### src/rtl/mul_div_if.sv
`default_nettype none
// ============================================================================
//  Module   : mul_div_if
//  Purpose  : Request/response bundle between the execute stage and the
//             iterative multiply/divide unit.
//  Signals  : start  - request, sampled only while busy is low
//             funct3 - operation select (RV32M encoding)
//             src_a  - rs1 operand (multiplicand / dividend)
//             src_b  - rs2 operand (multiplier / divisor)
//             flush  - abort the in-flight operation
//             busy   - operation in progress (pipeline stall)
//             done   - one-cycle pulse, result valid
//             result - result word, held until the next done
//  Revision : 1.0 - initial release
// ============================================================================
interface mul_div_if #(
  parameter int WIDTH = 32
);
  logic             start;
  logic [2:0]       funct3;
  logic [WIDTH-1:0] src_a;
  logic [WIDTH-1:0] src_b;
  logic             flush;
  logic             busy;
  logic             done;
  logic [WIDTH-1:0] result;

  modport master (
    output start, funct3, src_a, src_b, flush,
    input  busy, done, result
  );

  modport slave (
    input  start, funct3, src_a, src_b, flush,
    output busy, done, result
  );
endinterface
`default_nettype wire

### src/rtl/mul_div_unit.sv
`default_nettype none
// ============================================================================
//  Module   : mul_div_unit
//  Purpose  : Iterative RV32M multiply/divide unit. Signed operands are turned
//             into magnitudes on acceptance, an unsigned shift-add multiplier
//             or restoring divider runs ITERS steps, and the sign is restored
//             when the result is written. Divide-by-zero and signed overflow
//             are resolved at acceptance and bypass the iteration.
//  Ports    : clk_i  - rising-edge clock
//             rst_ni - asynchronous active-low reset
//             bus    - mul_div_if.slave (start/funct3/src_a/src_b/flush in,
//                      busy/done/result out)
//  Revision : 1.0 - initial release
// ============================================================================
module mul_div_unit #(
  parameter int WIDTH = 32,
  parameter int ITERS = WIDTH
) (
  input  wire logic   clk_i,
  input  wire logic   rst_ni,
  mul_div_if.slave    bus
);

  localparam int CNT_W = $clog2(ITERS + 1);

  localparam logic [1:0] S_IDLE = 2'd0;
  localparam logic [1:0] S_RUN  = 2'd1;
  localparam logic [1:0] S_FIN  = 2'd2;

  localparam logic [WIDTH-1:0] ALL_ONES = {WIDTH{1'b1}};
  localparam logic [WIDTH-1:0] SMIN     = {1'b1, {(WIDTH-1){1'b0}}};
  localparam logic [CNT_W-1:0] LAST_CNT = CNT_W'(ITERS - 1);

  // --------------------------------------------------------------------------
  // State
  // --------------------------------------------------------------------------
  logic [1:0]         state_q, state_d;
  logic [CNT_W-1:0]   cnt_q, cnt_d;
  logic [2:0]         op_q, op_d;
  logic               neg_q, neg_d;
  logic               special_q, special_d;
  logic [WIDTH-1:0]   spec_res_q, spec_res_d;
  // Multiply: {partial high word, remaining multiplier bits}.
  // Divide  : {partial remainder, dividend bits shifting into quotient}.
  logic [2*WIDTH-1:0] acc_q, acc_d;
  // Multiply: multiplicand magnitude. Divide: divisor magnitude.
  logic [WIDTH-1:0]   opb_q, opb_d;
  logic [WIDTH-1:0]   result_q, result_d;
  logic               done_q, done_d;

  // FSM control outputs
  logic w_accept;
  logic w_iterate;
  logic w_abort;
  logic w_finish;

  // --------------------------------------------------------------------------
  // Acceptance decode (from the live request)
  // --------------------------------------------------------------------------
  logic             w_in_div;
  logic             w_a_signed, w_b_signed;
  logic             w_sa, w_sb;
  logic [WIDTH-1:0] w_mag_a, w_mag_b;
  logic             w_div_zero, w_div_ovf;
  logic             w_special;
  logic [WIDTH-1:0] w_spec_res;
  logic             w_neg;

  always_comb begin
    w_in_div   = bus.funct3[2];
    // MULH, MULHSU, DIV, REM treat rs1 as signed; MULH, DIV, REM treat rs2 so.
    w_a_signed = (bus.funct3 == 3'b001) || (bus.funct3 == 3'b010) ||
                 (bus.funct3[2] && !bus.funct3[0]);
    w_b_signed = (bus.funct3 == 3'b001) || (bus.funct3[2] && !bus.funct3[0]);
    w_sa       = w_a_signed && bus.src_a[WIDTH-1];
    w_sb       = w_b_signed && bus.src_b[WIDTH-1];
    w_mag_a    = w_sa ? (~bus.src_a + 1'b1) : bus.src_a;
    w_mag_b    = w_sb ? (~bus.src_b + 1'b1) : bus.src_b;

    w_div_zero = w_in_div && (bus.src_b == '0);
    w_div_ovf  = w_in_div && !bus.funct3[0] &&
                 (bus.src_a == SMIN) && (bus.src_b == ALL_ONES);
    w_special  = w_div_zero || w_div_ovf;

    // funct3[1] distinguishes remainder from quotient.
    if (w_div_zero) begin
      w_spec_res = bus.funct3[1] ? bus.src_a : ALL_ONES;
    end else begin
      w_spec_res = bus.funct3[1] ? '0 : SMIN;
    end

    if (w_in_div) begin
      w_neg = bus.funct3[1] ? w_sa : (w_sa ^ w_sb);
    end else begin
      // MUL low word is sign-agnostic, so it never needs negation.
      w_neg = (bus.funct3 == 3'b000) ? 1'b0 : (w_sa ^ w_sb);
    end
  end

  // --------------------------------------------------------------------------
  // FSM: state register
  // --------------------------------------------------------------------------
  always_ff @(posedge clk_i or negedge rst_ni) begin
    if (!rst_ni) begin
      state_q <= S_IDLE;
    end else begin
      state_q <= state_d;
    end
  end

  // --------------------------------------------------------------------------
  // FSM: next state
  // --------------------------------------------------------------------------
  always_comb begin
    state_d = state_q;
    case (state_q)
      S_IDLE: begin
        if (w_accept) begin
          state_d = w_special ? S_FIN : S_RUN;
        end
      end
      S_RUN: begin
        if (bus.flush) begin
          state_d = S_IDLE;
        end else if (cnt_q == LAST_CNT) begin
          state_d = S_FIN;
        end
      end
      S_FIN:   state_d = S_IDLE;
      default: state_d = S_IDLE;
    endcase
  end

  // --------------------------------------------------------------------------
  // FSM: outputs
  // --------------------------------------------------------------------------
  always_comb begin
    w_accept  = (state_q == S_IDLE) && bus.start && !bus.flush;
    w_iterate = (state_q == S_RUN) && !bus.flush;
    w_abort   = (state_q == S_RUN) && bus.flush;
    w_finish  = (state_q == S_FIN);
    bus.busy  = (state_q != S_IDLE);
  end

  // --------------------------------------------------------------------------
  // Datapath: one iteration step and result formation
  // --------------------------------------------------------------------------
  logic [WIDTH:0]     w_mul_sum;
  logic [WIDTH:0]     w_div_shift;
  logic [WIDTH:0]     w_div_diff;
  logic               w_div_ge;
  logic [WIDTH-1:0]   w_div_rem;
  logic [2*WIDTH-1:0] w_prod_s;
  logic [WIDTH-1:0]   w_quo, w_rem;
  logic [WIDTH-1:0]   w_mul_res, w_div_res, w_final;

  always_comb begin
    // Shift-add: add multiplicand when the current multiplier LSB is set,
    // then shift the whole {carry, high, low} window right by one.
    w_mul_sum   = {1'b0, acc_q[2*WIDTH-1:WIDTH]} +
                  (acc_q[0] ? {1'b0, opb_q} : {(WIDTH+1){1'b0}});

    // Restoring divide: bring in the next dividend bit and trial-subtract.
    // A clear borrow bit means the shifted remainder covers the divisor.
    w_div_shift = {acc_q[2*WIDTH-1:WIDTH], acc_q[WIDTH-1]};
    w_div_diff  = w_div_shift - {1'b0, opb_q};
    w_div_ge    = !w_div_diff[WIDTH];
    w_div_rem   = w_div_ge ? w_div_diff[WIDTH-1:0] : w_div_shift[WIDTH-1:0];

    w_prod_s    = neg_q ? (~acc_q + 1'b1) : acc_q;
    w_mul_res   = (op_q[1:0] == 2'b00) ? w_prod_s[WIDTH-1:0]
                                       : w_prod_s[2*WIDTH-1:WIDTH];

    w_quo       = acc_q[WIDTH-1:0];
    w_rem       = acc_q[2*WIDTH-1:WIDTH];
    if (op_q[1]) begin
      w_div_res = neg_q ? (~w_rem + 1'b1) : w_rem;
    end else begin
      w_div_res = neg_q ? (~w_quo + 1'b1) : w_quo;
    end

    if (special_q) begin
      w_final = spec_res_q;
    end else begin
      w_final = op_q[2] ? w_div_res : w_mul_res;
    end
  end

  always_comb begin
    cnt_d      = cnt_q;
    op_d       = op_q;
    neg_d      = neg_q;
    special_d  = special_q;
    spec_res_d = spec_res_q;
    acc_d      = acc_q;
    opb_d      = opb_q;
    result_d   = result_q;
    done_d     = 1'b0;

    if (w_accept) begin
      cnt_d      = '0;
      op_d       = bus.funct3;
      neg_d      = w_neg;
      special_d  = w_special;
      spec_res_d = w_spec_res;
      if (w_in_div) begin
        acc_d = {{WIDTH{1'b0}}, w_mag_a};
        opb_d = w_mag_b;
      end else begin
        acc_d = {{WIDTH{1'b0}}, w_mag_b};
        opb_d = w_mag_a;
      end
    end else if (w_iterate) begin
      cnt_d = cnt_q + 1'b1;
      if (op_q[2]) begin
        acc_d = {w_div_rem, acc_q[WIDTH-2:0], w_div_ge};
      end else begin
        acc_d = {w_mul_sum, acc_q[WIDTH-1:1]};
      end
    end else if (w_abort) begin
      cnt_d = '0;
    end

    if (w_finish) begin
      result_d = w_final;
      done_d   = 1'b1;
    end
  end

  always_ff @(posedge clk_i or negedge rst_ni) begin
    if (!rst_ni) begin
      cnt_q      <= '0;
      op_q       <= '0;
      neg_q      <= 1'b0;
      special_q  <= 1'b0;
      spec_res_q <= '0;
      acc_q      <= '0;
      opb_q      <= '0;
      result_q   <= '0;
      done_q     <= 1'b0;
    end else begin
      cnt_q      <= cnt_d;
      op_q       <= op_d;
      neg_q      <= neg_d;
      special_q  <= special_d;
      spec_res_q <= spec_res_d;
      acc_q      <= acc_d;
      opb_q      <= opb_d;
      result_q   <= result_d;
      done_q     <= done_d;
    end
  end

  assign bus.done   = done_q;
  assign bus.result = result_q;

endmodule
`default_nettype wire

### src/flat_wrapper.sv
// flat-port wrapper written by rule: the top's interface ports become plain ports
module mul_div_unit_flat 
#(
  parameter int WIDTH = 32,
  parameter int ITERS = WIDTH
)
  (clk_i, rst_ni, bus_start, bus_funct3, bus_src_a, bus_src_b, bus_flush, bus_busy, bus_done, bus_result);
  mul_div_if #(.WIDTH(WIDTH)) bus_i ();
  input  wire logic clk_i;
  input  wire logic rst_ni;
  input wire logic [$bits(bus_i.start)-1:0] bus_start;
  input wire logic [$bits(bus_i.funct3)-1:0] bus_funct3;
  input wire logic [$bits(bus_i.src_a)-1:0] bus_src_a;
  input wire logic [$bits(bus_i.src_b)-1:0] bus_src_b;
  input wire logic [$bits(bus_i.flush)-1:0] bus_flush;
  output wire logic [$bits(bus_i.busy)-1:0] bus_busy;
  output wire logic [$bits(bus_i.done)-1:0] bus_done;
  output wire logic [$bits(bus_i.result)-1:0] bus_result;
  assign bus_i.start = bus_start;
  assign bus_i.funct3 = bus_funct3;
  assign bus_i.src_a = bus_src_a;
  assign bus_i.src_b = bus_src_b;
  assign bus_i.flush = bus_flush;
  assign bus_busy = bus_i.busy;
  assign bus_done = bus_i.done;
  assign bus_result = bus_i.result;
  mul_div_unit #(.WIDTH(WIDTH), .ITERS(ITERS)) u_core (.clk_i(clk_i), .rst_ni(rst_ni), .bus(bus_i));
endmodule
### config.mk
export PLATFORM = sky130hd
export DESIGN_NAME = mul_div_unit_flat
export DESIGN_NICKNAME = d
export VERILOG_FILES = /design/src/rtl/mul_div_if.sv /design/src/rtl/mul_div_unit.sv /design/src/flat_wrapper.sv
export SDC_FILE = /design/constraint.sdc
export NUM_CORES = 1
export LEC_CHECK = 0
export BUFFER_PORTS_ARGS = -buffer_cell sky130_fd_sc_hd__buf_2
export CORE_MARGIN = 2
export CORE_UTILIZATION = 40
export DETAILED_ROUTE_END_ITERATION = 7
export PLACE_DENSITY = 0.62
export RECOVER_POWER = 100
export SLEW_MARGIN = 0
export SYNTH_ARGS = -nofsm -noshare
export SYNTH_HDL_FRONTEND = slang
export SYNTH_SLANG_ARGS = --single-unit
### constraint.sdc
create_clock -name clk_i -period 3.43 [get_ports clk_i]
set_input_delay 0.343 -clock clk_i [delete_from_list [all_inputs] [get_ports clk_i]]
set_output_delay 0.343 -clock clk_i [all_outputs]
set_load 0.005 [all_outputs]
==> results.md <==
- Die span in x: just over 200 um
- Crit. path cell count: 10
- Comb power frac: 64.7%
- Startpoint types: register
- GRT overflow: 0
- I/O pins: between 100 and 150
- Cell Area, Synth: 0.0158 mm2
- DR DRC count: 0
- Starting Density: 40.7%
- WP data required: 3.83 ns
- Die Y: ~200 um
- Synth top area share: 27.6%
- CP Class: reg -> reg
- Worst Clk Skew: 0.0142 ns
- Yosys cell types: 84
- Tightest Pin Transition: 1.87 ns
- Clock-pin transition on the worst setup and hold timing paths: 0.07 ns
- Rel. slew slack: -24.3%
- Antenna cells: 0
- Core Util, Final: a little under half
- FP Rows: a little over 70
- Initial antenna violation count: 0
- Area delta synth->final: 15.6%
- Crit-path slowest cell: or4_4
- Reg2Reg Launch Point: u_core.acc_q[48]
- HP Class: in -> reg
- Iteration-0 DRC Markers: roughly 2000
- Cell Chain, Critical Path: or4_4 > or3_1 > or2_1 > or3_1 > o21ai_0 > nand2_1 > xnor2_1 > a222oi_1 > nand2_1 > nand3_1
- Final Cycle Share: 97.6%
- Max-Cap Viols: 1
- Critical Path Sink: u_core.bus.result[31]
- Area contributors post-synth: dfrtp_1 (28%), xnor2_1 (6.3%), o21ai_0 (6.2%), a21oi_1 (5.9%), ha_1 (5.6%)
- Ys flop type: dfrtp_1
- ANT nets after route: 0
- R2R Setup Slk: 0.08 ns
- #FFs+latches synth: ~170
- Hold Fails Final Rpt: 0
- Gr usage total: 28.3%
- Max Slew Vio Count: between 60 and 70
- Vias: 16300
- Clock Root Buffer: clkbuf_16
- Failing checks: capacitance limit, slew limit
- # port buffers: about 100
- CTS max path bufs: 2
- Post-layout min period: 3.35 ns
- Maximum clock rate: ~300 MHz
- FF-to-FF path depth: 10
- Vias in the first global route: 15100
- Final setup vio count: 0
- Synth warn: 0
- Clock Sinks: roughly 170
- Clk_lat worst skew: 0.47 ns
- Clock network fraction of design power: 14.4%
- Share of cells above drive strength 1: 13.7%
- CTS buffer count: 17
- Die area: 0.0410 mm2
- First-pass GRT wire length: 89500 um
- Multi-input gate area: 0.0107 mm2
- Core area: 0.0387 mm2
- Most frequent cells in the layout: nand2_1 (233), o21ai_0 (186), a21oi_1 (184), nor2_1 (171), dfrtp_1 (171)
- Switch share: 47.8%
- Flop pwr share: 20.9%
- Setup crit start: u_core.acc_q[48]
- CTS H-tree depth: 4
- Peak supply drop: between 400 and 500 uV
- Register cell area after layout: 0.00436 mm2
- DRT Pass-1 Iters: 6
- Power per cell area: 776 mW/mm2
- Post-synth EDFFs: 0
- Syn_area_per_cell: 7.74 um2
- Crit-path max FO: 6
- WHS: 0.188 ns
- Seq/Total Area, Yosys: 27.6%
- Post-Route WL: 59100 um
- GP Congestion: 0.975
- Syn nets: 2177
- Total Neg Setup Slack: 0 ns
- WP buf/inv: 0
- Detailed Place HPWL: about 46000 um
- Via density: approximately 6.0
- Crit path largest cell delay: between 0.5 and 0.6 ns
- Leading cell type in the layout, fill and taps excluded: nand2_1
- Sw Pwr: 6.76 mW
- Fillers: roughly 3900
- Post-synth top area cell: dfrtp_1
- Static Leak: 7.91 nW
- Crit-path leading delay family: simple AND/OR/NAND/NOR gates
- Post-Syn Instances: 2034
- Wirelength per Cell: 21.9 um
- Status: finished, violations left
- Largest net degree at the start of global routing: 130
- Reg2reg end: u_core.bus.result[31]
- CTS tree: built
- Nets@finish: 2312
- Crit. End Element: register
- Internal: 7.37 mW
- Critical path arrival: 3.75 ns
- Fraction of registers with async set/reset: 100%
[cell type report]
cell class | instances | share of cell area [%]
multi-input combinational | 1656 | 58.9
sequential | 174 | 23.9
timing repair buffer | 251 | 8.96
tap | 518 | 3.56
clock buffer | 18 | 2.36
inverter | 69 | 1.42
clock inverter | 14 | 0.886
[worst min path at each step]
stage	startpoint	endpoint	slack, ns	depth (start not counted)
after floorplan	rst_ni	u_core.acc_q[0]	0.05	0
after global placement	rst_ni	u_core.bus.result[30]	0.39	1
after detailed placement	rst_ni	u_core.bus.result[30]	0.37	1
after CTS	bus_funct3[0]	u_core.op_q[0]	0.18	3
after global routing	bus_src_a[29]	u_core.spec_res_q[29]	0.22	3
final	bus_funct3[0]	u_core.op_q[0]	0.19	3
[layer usage]
metal	vias to the layer above	global-route usage [%]	routed length [um]
met4	0	10.9	2400
met2	784	42.4	25300
li1	7607	-	-
met5	-	0	0
met1	7793	40.6	26300
met3	118	4.84	5070
[power groups by stage]
stage	combinational (mW)	sequential, mW	clock (mW)
finish	9.15	2.95	2.04
global route	9.89	2.99	2.13
CTS	8.67	2.92	2.05
detailed placement	8.58	2.95	0
global placement	8.50	2.94	0
floorplan	5.86	2.82	0
[cells in the mapped netlist, drive strengths merged (7+ instances only)]
master  number
nor3        20
o21bai       9
o21a        16
or4         15
nor4        10
o31ai       54
inv         69
nand3       22
a31oi       11
o41ai       11
a22oi       17
xor2        75
nand2b      26
and3         8
a221oi       7
ha          70
mux2         7
a211oi      15
o221ai      26
and2        15
o22ai       16
o211ai      49
a21o        30
mux2i       58
o21ai      207
or3         35
or2         11
nand2      233
dfrtp      174
buf         20
nor2       171
xnor2      113
nand4       17
clkbuf     114
a21oi      186
nor2b       33
[sequential cells by signal, indices dropped and copies added (netlist names)]
name	cells
u_core.special_q	1
u_core.neg_q	1
u_core.bus.done	1
u_core.acc_q	64
u_core.spec_res_q	32
u_core.op_q	3
u_core.state_q	2
u_core.opb_q	32
u_core.cnt_q	6
u_core.bus.result	32
[worst reg2reg max path, stage by stage (launching register included)]
cell and delay [ns]:
dfrtp_1 0.50, or4_4 0.59, or3_1 0.40, or2_1 0.30, or3_1 0.38, o21ai_0 0.27
nand2_1 0.11, xnor2_1 0.14, a222oi_1 0.45, nand2_1 0.09, nand3_1 0.07
[cell families (layout without fill, tap and decap cells)]
logic type                 after synthesis  count (layout)  synth area share (%)
buffers and inverters                  204             352                  5.06
adders and majority gates               72              72                  5.81
AOI/OAI and AO/OA                      698             698                  27.9
muxes                                   66              66                  4.33
DFF                                    174             174                  27.6
and+or+nand+nor                        632             632                  18.8
xor gates and xnor gates               188             188                  10.5
[timing repair]
item / CTS / global route
resized for setup: 4 / 38
buffers inserted: 1 / 2
gates cloned: 0 / 1
pin swaps: 2 / 9
hold endpoints to repair: 58 / 0
setup endpoints to repair: 3 / 35
hold buffers: 1 / 0
[per-stage QoR]
stage	area (um2)	setup WS [ns]	cells	power [mW]
floorplan	15800	0.0217	2034	8.68
global placement	17500	-0.0750	2663	11.4
detailed placement	17500	-0.140	2663	11.5
CTS	18100	0.0192	2697	13.6
global route	18200	-0.0330	2700	15.0
finish	18200	0.0807	2700	14.1
No activity file was read; power rests on OpenSTA's default activity.
